==> config.mk <==
export PLATFORM = sky130hd
export DESIGN_NAME = sb_ctrl
export DESIGN_NICKNAME = d
export VERILOG_FILES = /design/src/rtl/sb_ctrl.sv
export SDC_FILE = /design/constraint.sdc
export NUM_CORES = 1
export LEC_CHECK = 0
export ABC_CLOCK_PERIOD_IN_PS = 7300
export BUFFER_PORTS_ARGS = -buffer_cell sky130_fd_sc_hd__clkbuf_2
export CORE_ASPECT_RATIO = 1.5
export CORE_MARGIN = 3
export CORE_UTILIZATION = 61
export DETAILED_ROUTE_END_ITERATION = 16
export PLACE_DENSITY = 0.82
export SKIP_LAST_GASP = 1
export SLEW_MARGIN = 20
export SYNTH_ARGS = -nofsm -noshare
export SYNTH_HDL_FRONTEND = slang
export SYNTH_SLANG_ARGS = --single-unit
==> constraint.sdc <==
create_clock -name clk_i -period 7.3 [get_ports clk_i]
set_clock_uncertainty 0.05 [all_clocks]
set_input_delay 2.19 -clock clk_i [delete_from_list [all_inputs] [get_ports clk_i]]
set_output_delay 2.19 -clock clk_i [all_outputs]
set_load 0.1 [all_outputs]
==> src/rtl/sb_ctrl.sv <==
// sb_ctrl -- circular store buffer controller.
//
// Allocates entries at dispatch, captures store addr/data from execute, marks
// entries committed in ROB order, squashes uncommitted entries on flush, and
// drains committed entries in order to memory with a valid/ready + done
// handshake.
//
// Ports:
//   clk_i, reset_i                  clock, synchronous active-high reset
//   alloc_v_i / alloc_ready_o       allocation request / buffer not full
//   alloc_sb_num_o                  entry granted to an accepted allocation
//   fill_v_i, fill_sb_num_i,
//   fill_addr_i, fill_data_i        execute-stage write of one entry
//   commit_v_i                      retire the oldest uncommitted store
//   flush_i                         squash every uncommitted entry
//   mem_v_o, mem_addr_o, mem_data_o drain request toward memory
//   mem_ready_i, mem_done_i         memory accept / memory write complete
//   sb_wb_vector_o                  bit k set when entry k is not live
//   sb_commit_pt_o                  head pointer (oldest live entry)
//   empty_o                         no live entries
//   perf_full_cycles_o,
//   perf_drained_o                  saturating perf counters (SB_PERF_EN only)
//
// Build option: define SB_PERF_EN to add the two perf counter outputs.
module sb_ctrl #(
  parameter int SB_ENTRY   = 8,
  parameter int ADDR_WIDTH = 16,
  parameter int DATA_WIDTH = 16
) (
  input  logic                        clk_i,
  input  logic                        reset_i,
  input  logic                        alloc_v_i,
  output logic                        alloc_ready_o,
  output logic [$clog2(SB_ENTRY)-1:0] alloc_sb_num_o,
  input  logic                        fill_v_i,
  input  logic [$clog2(SB_ENTRY)-1:0] fill_sb_num_i,
  input  logic [ADDR_WIDTH-1:0]       fill_addr_i,
  input  logic [DATA_WIDTH-1:0]       fill_data_i,
  input  logic                        commit_v_i,
  input  logic                        flush_i,
  output logic                        mem_v_o,
  output logic [ADDR_WIDTH-1:0]       mem_addr_o,
  output logic [DATA_WIDTH-1:0]       mem_data_o,
  input  logic                        mem_ready_i,
  input  logic                        mem_done_i,
  output logic [SB_ENTRY-1:0]         sb_wb_vector_o,
  output logic [$clog2(SB_ENTRY)-1:0] sb_commit_pt_o,
`ifdef SB_PERF_EN
  output logic [31:0]                 perf_full_cycles_o,
  output logic [31:0]                 perf_drained_o,
`endif
  output logic                        empty_o
);

  localparam int PW = $clog2(SB_ENTRY);
  localparam int CW = PW + 1;

  typedef enum logic [1:0] {S_IDLE, S_REQ, S_WAIT} st_e;

  st_e st_q, st_d;

  logic [SB_ENTRY-1:0] valid_q, valid_d;
  logic [SB_ENTRY-1:0] filled_q, filled_d;
  logic [SB_ENTRY-1:0] cmtd_q, cmtd_d;
  logic [ADDR_WIDTH-1:0] addr_q [SB_ENTRY];
  logic [DATA_WIDTH-1:0] data_q [SB_ENTRY];

  logic [PW-1:0] head_q, head_d, cmt_q, cmt_d, tail_q, tail_d;
  logic [CW-1:0] count_q, count_d, sq_cnt;

  logic [ADDR_WIDTH-1:0] maddr_q;
  logic [DATA_WIDTH-1:0] mdata_q;

  logic full, alloc_go, commit_go, fill_go, free_go, ld_mem;

  assign full     = (count_q == CW'(SB_ENTRY));
  assign alloc_go = alloc_v_i & ~full & ~flush_i;
  assign fill_go  = fill_v_i & valid_q[fill_sb_num_i];
  // Entry at cmt is valid & uncommitted exactly when something is left to
  // commit; this also resolves the full case where cmt == tail.
  assign commit_go = commit_v_i & valid_q[cmt_q] & ~cmtd_q[cmt_q];
  assign free_go   = (st_q == S_WAIT) & mem_done_i;

  // Per-entry state and pointers.
  always_comb begin
    valid_d  = valid_q;
    filled_d = filled_q;
    cmtd_d   = cmtd_q;
    head_d   = head_q;
    cmt_d    = cmt_q;
    tail_d   = tail_q;
    if (fill_go) filled_d[fill_sb_num_i] = 1'b1;
    if (alloc_go) begin
      valid_d[tail_q]  = 1'b1;
      filled_d[tail_q] = 1'b0;
      cmtd_d[tail_q]   = 1'b0;
      tail_d           = tail_q + PW'(1);
    end
    // Commit lands before flush so a same-cycle commit survives the squash.
    if (commit_go) begin
      cmtd_d[cmt_q] = 1'b1;
      cmt_d         = cmt_q + PW'(1);
    end
    if (free_go) begin
      valid_d[head_q] = 1'b0;
      head_d          = head_q + PW'(1);
    end
    if (flush_i) begin
      // Live-uncommitted entries are exactly [cmt, tail).
      valid_d = valid_d & cmtd_d;
      tail_d  = cmt_d;
    end
  end

  // Number of entries squashed by a flush this cycle (alloc is blocked on
  // flush, and the freed head is always committed, so valid_q is enough).
  always_comb begin
    sq_cnt = '0;
    for (int k = 0; k < SB_ENTRY; k++)
      sq_cnt = sq_cnt + CW'(valid_q[k] & ~cmtd_d[k]);
  end

  always_comb begin
    count_d = count_q + CW'(alloc_go) - CW'(free_go);
    if (flush_i) count_d = count_d - sq_cnt;
  end

  // Drain FSM.
  always_comb begin
    st_d   = st_q;
    ld_mem = 1'b0;
    case (st_q)
      S_IDLE:
        if (valid_q[head_q] & filled_q[head_q] & cmtd_q[head_q]) begin
          st_d   = S_REQ;
          ld_mem = 1'b1;
        end
      S_REQ:  if (mem_ready_i) st_d = S_WAIT;
      S_WAIT: if (mem_done_i)  st_d = S_IDLE;
      default: st_d = S_IDLE;
    endcase
  end

  always_ff @(posedge clk_i) begin
    if (reset_i) begin
      st_q     <= S_IDLE;
      valid_q  <= '0;
      filled_q <= '0;
      cmtd_q   <= '0;
      head_q   <= '0;
      cmt_q    <= '0;
      tail_q   <= '0;
      count_q  <= '0;
      maddr_q  <= '0;
      mdata_q  <= '0;
      for (int k = 0; k < SB_ENTRY; k++) begin
        addr_q[k] <= '0;
        data_q[k] <= '0;
      end
    end else begin
      st_q     <= st_d;
      valid_q  <= valid_d;
      filled_q <= filled_d;
      cmtd_q   <= cmtd_d;
      head_q   <= head_d;
      cmt_q    <= cmt_d;
      tail_q   <= tail_d;
      count_q  <= count_d;
      if (fill_go) begin
        addr_q[fill_sb_num_i] <= fill_addr_i;
        data_q[fill_sb_num_i] <= fill_data_i;
      end
      // Snapshot the head entry so the request stays stable while in REQ.
      if (ld_mem) begin
        maddr_q <= addr_q[head_q];
        mdata_q <= data_q[head_q];
      end
    end
  end

  assign alloc_ready_o  = ~full;
  assign alloc_sb_num_o = tail_q;
  assign mem_v_o        = (st_q == S_REQ);
  assign mem_addr_o     = maddr_q;
  assign mem_data_o     = mdata_q;
  // A freed entry drops valid, so "not valid" also covers written-back.
  assign sb_wb_vector_o = ~valid_q;
  assign sb_commit_pt_o = head_q;
  assign empty_o        = (count_q == '0);

`ifdef SB_PERF_EN
  logic [31:0] pfull_q, pdrn_q;

  always_ff @(posedge clk_i) begin
    if (reset_i) begin
      pfull_q <= '0;
      pdrn_q  <= '0;
    end else begin
      if (alloc_v_i && full && (pfull_q != '1)) pfull_q <= pfull_q + 32'd1;
      if (free_go && (pdrn_q != '1))            pdrn_q  <= pdrn_q + 32'd1;
    end
  end

  assign perf_full_cycles_o = pfull_q;
  assign perf_drained_o     = pdrn_q;
`endif

endmodule

# Word-level counts from Yosys, hierarchy flattened
# Memories as Yosys holds them, arrays and structs flattened. A register that Yosys moved wholly into a read port is not among the register bits.
# Cells that the tools add are included.
# word_totals
inputBits,43
ram_bits,256
regBits,39
out_inout_bits,49
elab_cells,132
mem_count,2
# memory_table
memory,words,width,read_ports,rd_ports_with_merged_regs,wr,line,text
addr_q,8,16,1,1,8,65,logic [ADDR_WIDTH-1:0] addr_q [SB_ENTRY];
data_q,8,16,1,1,8,66,logic [DATA_WIDTH-1:0] data_q [SB_ENTRY];
# classes
addsub,13
n_bitwise,37
eq_ne,6
order_cmp,8
muxes,48
reduce_logical,10
# op_table
cell,n
8-bit 2-to-1 mux,7
1-bit by 4-bit AND with 4-bit output,8
8-bit AND,4
16-bit 2-to-1 mux,2
1-bit NOT with 4-bit output,8
16-bit OR reduction,2
4-bit adder,7
8-bit NOT,3
8-bit bitwise OR,3
1-bit 2-to-1 mux,19
1-bit binary-select mux with 3-bit select,6
3-bit by 4-bit < comparator with 1-bit output (second input constant),4
3-bit 2-to-1 mux,5
1-bit demux with 3-bit select,4
3-bit by 1-bit >= comparator with 1-bit output (second input constant),4
3-bit by 1-bit adder with 3-bit output (second input constant),3
1-bit AND,8
2-bit 2-to-1 mux,3
2-bit one-hot mux with 3 select lines,1
4-bit by 1-bit adder with 4-bit output,1
4-bit equality test (second input constant),1
1-bit logical AND,4
4-bit logical NOT,1
4-bit 2-to-1 mux,1
other kinds (10),13

# Depth between registers and ports, before layout
# logic_depth
word_depth,20
ltp_mapped,26
ltp_nobuf,25

# Worst setup path after synthesis
# Ideal clock, no wire load.
# synth_timing
path_kind,input port to flip-flop
startpoint,input flush_i
endpoint,register count_q[3]
path_slack_ns,0.460
cell_stages,22
arrival_time_ns,6.705
setup_time_ns,0.086
t_required_ns,7.164
path_cell_list,clkbuf_1 or2_2 ha_1 inv_1 ha_1 a21o_1 a21oi_1 xnor2_1 clkinv_1 xnor2_1 ha_1 o21bai_1 fa_1 inv_1 fa_1 inv_1 ha_1 nand3b_1 a211o_1 o211ai_1 xor2_1 a211oi_1
# synth_via
elab_chain_cells,16
# synth_lines
element,line,text
start: declaration,40,"input logic flush_i,"
1-bit NOT,77,assign alloc_go = alloc_v_i & ~full & ~flush_i;
1-bit AND,77,
8-bit 2-to-1 mux,93,if (alloc_go) begin
8-bit bitwise OR (no source line),--,
8-bit 2-to-1 mux,100,if (commit_go) begin
1-bit NOT with 4-bit output,120,sq_cnt = sq_cnt + CW'(valid_q[k] & ~cmtd_d[k]);
1-bit by 4-bit AND with 4-bit output,120,
4-bit adder (7 in a row),120,
4-bit subtractor,125,if (flush_i) count_d = count_d - sq_cnt;
4-bit 2-to-1 mux *,125,
end signal: assignment,168,count_q <= count_d;
end: declaration,69,"logic [CW-1:0] count_q, count_d, sq_cnt;"
# Every way passes the cells marked *; elsewhere a longest branch is shown, timed or not.
# A chain may end at the register's enable or synchronous reset.

# Worst setup path after layout
# layout_timing
startpoint,input alloc_v_i
endpoint,register count_q[3]
# layout_via
elab_chain_cells,16
# layout_lines
element,line,text
start: declaration,32,"input logic alloc_v_i,"
1-bit AND * (2 in a row),77,
8-bit 2-to-1 mux,93,
8-bit bitwise OR (no source line),--,
8-bit 2-to-1 mux,100,
1-bit NOT with 4-bit output,120,
1-bit by 4-bit AND with 4-bit output,120,
4-bit adder (7 in a row),120,
4-bit subtractor,125,
4-bit 2-to-1 mux *,125,
# Marks and branches as above.

==> results.toml <==
[status]
status = "complete, no violations"

[floorplanning]
rows = 69
fp.coreArea_um2 = 23800
dieArea_um2 = 26400
num_io_pins = 92
fp.dieW_um = 134
die_h_um = 197
start_util_pct = 62.5

[grt]
gr-usage-met1_pct = 34.0
antenna_found_initial = 0
first_global_vias = 10300
track_usage_pct = 27.7
use_met2_pct = 49.3
use_met3_pct = 3.54
grt_max_degree = 76
grt-ovfl-total = 0
grt_busiest_layer = "met2"
grt_pass1_wl_um = 56500

[route]
drt_wl_total_um = 36200
num_vias = 9865
ant_nets = 0
drt-pass1-iter-count = 5
drt_iter0_markers = 954
drc = 0
post_drt_wl_per_cell_um = 23.1
vias_per_cell = 6.30

[setup_path]
start_kind = "primary input"
worstPathArrival_ns = 6.72
path_max_fanout = 5
setup.worst_path.end_class = "flop"
worstPathRequired_ns = 7.63
crit_type = "primary input to flop"

[placement]
place.detailed.hpwl_um = 21500
pre_cts_ws_ns = 0.347
portBuffers = 91
place_area_um2 = 15600
gp_congestion = 0.937

[timing]
finalSetupTns_ns = 0
rsz0062_at_grt = "no"
slew_headroom_pct = 39.6
hold_viol_final = 0
finalSetupViolations = 0
worst_slew_pin_slew_ns = 0.907
timing.fmax_mhz = 157
finalCriticalPeriod_ns = 6.38
layout_setup_ws_ns = 0.919
finalCritPeriodShare_pct = 87.4
final_max_slew_viol_count = 0

[synth]
syn_area_per_cell_um2 = 12.8
synth_warnings = 0
synth.most_common_cell = "nor2_1"
synth_top_area_share_pct = 51.6
ys_types = 61
synth_flop_cell = "edfxtp_1"
synthTopCellsByCount = "nor2_1 (282), edfxtp_1 (256), dfxtp_1 (71)"
synthCells = 1164
async_flop_share_pct = 0
synthTopCellsByArea = "edfxtp_1 (52%), mux4_2 (10%), dfxtp_1 (9.5%), nor2_1 (7.1%), mux2i_1 (2.6%)"
synthesis.nets = 1227
yosysSeqAreaShare_pct = 61.2
synth.ff_latch_count = 327
synth_edf_count = 256
netlist_area_um2 = 14900
yosys.area.top_type = "edfxtp_1"

[clock_tree]
numCtsBuffers = 29
postCtsSetupRepairBufs = 0
ctsResizeCount = 0
max-clock-path-buffers = 3
h-tree-depth = 1
clk_pin_slew_ns = 0.06
clock_latency_ns = 0.55
cts_hold_buf = 0
cts_tree = "built"
clkSinkCount = 327
cts_root_buf = "clkbuf_16"

[min_path]
hold_class = "flop to flop"

[final_layout]
antenna-diode-count = 0
syn2layout_area_growth_pct = 10.8
drive_above_1_share_pct = 19.6
final_cell_area_um2 = 16500
fin_nets = 1289
final_util_pct = 69.3

[pwr]
irDropWorstVdd_v = 0.000307
intPower_uw = 3260
switching_share_pct = 25.9
combPwrFrac_pct = 17.9
clkPwrFrac_pct = 34.7
seqPwrFrac_pct = 47.4
p_leak_uw = 0.00569
p_per_area_nw_per_um2 = 266
p_sw_uw = 1140

[run]
maxCapViolCount = 0
per-layer routing:
layer | wire (um) | part of all wire, %
met1 | 12700 | 35
met4 | 1710 | 4.7
met2 | 19000 | 52
met5 | 0 | 0
met3 | 2810 | 7.8
placed cells by master, fill, tap and decap left out, types with 8 or more instances in the layout:
| master | instances |
|---|---|
| nor2_1 | 282 |
| edfxtp_1 | 256 |
| clkbuf_2 | 90 |
| dfxtp_1 | 68 |
| mux4_2 | 67 |
| nand2_1 | 51 |
| a21oi_1 | 46 |
| nand2b_1 | 43 |
| mux2i_1 | 38 |
| a211oi_1 | 36 |
| inv_1 | 31 |
| clkbuf_16 | 29 |
| buf_4 | 21 |
| o21ai_0 | 15 |
| nand3_1 | 13 |
| ha_1 | 12 |
| xnor2_1 | 11 |
| nor3_1 | 10 |
| a31oi_1 | 10 |
| fa_1 | 8 |
| clkbuf_1 | 8 |
flip-flops by register name, summed over array words and instances, names as in the netlist:
register	flops
st_q	2
valid_q	8
data_q	128
mem_addr_o	16
alloc_sb_num_o	3
sb_commit_pt_o	3
addr_q	128
cmtd_q	8
cmt_q	3
filled_q	8
mem_data_o	16
count_q	4
layout make-up:
cell class              count  area, um^2
well taps                 319         399
repair buffers            112         613
fillers                  1655        7320
inverters                  32         120
clock buffers              39         783
multi-input cells         724        5320
flip-flops and latches    327        9120
clock inverters            14         154
power by group through the flow:
stage          clock network, uW  logic, uW  registers [uW]
2_1_floorplan                  0        628            2120
3_3_place_gp                   0        782            2120
3_5_place_dp                   0        793            2120
4_1_cts                     1530        797            2080
5_1_grt                     1610        895            2090
6_report                    1520        787            2080
metrics by stage:
step	instances	total power (uW)	hold slack, ns
5_1_grt	1567	4590	0.437
6_report	1567	4390	0.418
2_1_floorplan	1164	2750	0.391
3_5_place_dp	1514	2920	0.404
3_3_place_gp	1514	2900	0.401
4_1_cts	1567	4410	0.418
cell families after synthesis:
group                      after synthesis  synth area share, %
and+or+nand+nor                        438                 12.9
muxes                                  114                 13.8
adders and majority gates               20                 2.08
AOI/OAI and AO/OA                      138                 5.97
buffers and inverters                  113                 3.31
xor gates and xnor gates                14                0.823
DFF                                    327                 61.2
final timing paths:
path	start	to	slack, ns	cells past startpoint
min reg2reg	filled_q[4]$_SDFF_PP0_	filled_q[4]$_SDFF_PP0_	0.42	1
max	alloc_v_i	count_q[3]$_SDFF_PP0_	0.92	23
min	filled_q[4]$_SDFF_PP0_	filled_q[4]$_SDFF_PP0_	0.42	1
max reg2reg	cmt_q[0]$_SDFF_PP0_	count_q[3]$_SDFF_PP0_	1.42	19
worst max-delay path, stage by stage:
cell and delay, ns:
clkbuf_2 0.11, nand2_1 0.06, or2_2 0.27, ha_1 0.19, inv_1 0.09, ha_1 0.23, a21o_1 0.20, a21oi_1 0.22
xnor2_1 0.28, clkinv_1 0.20, xnor2_1 0.17, ha_1 0.18, o21bai_1 0.17, fa_1 0.52, inv_1 0.05, fa_1 0.50
inv_1 0.04, ha_1 0.31, nand3b_1 0.09, a211o_1 0.26, o211ai_1 0.10, xor2_1 0.16, a211oi_1 0.08
(Power assumes the default switching activity.)
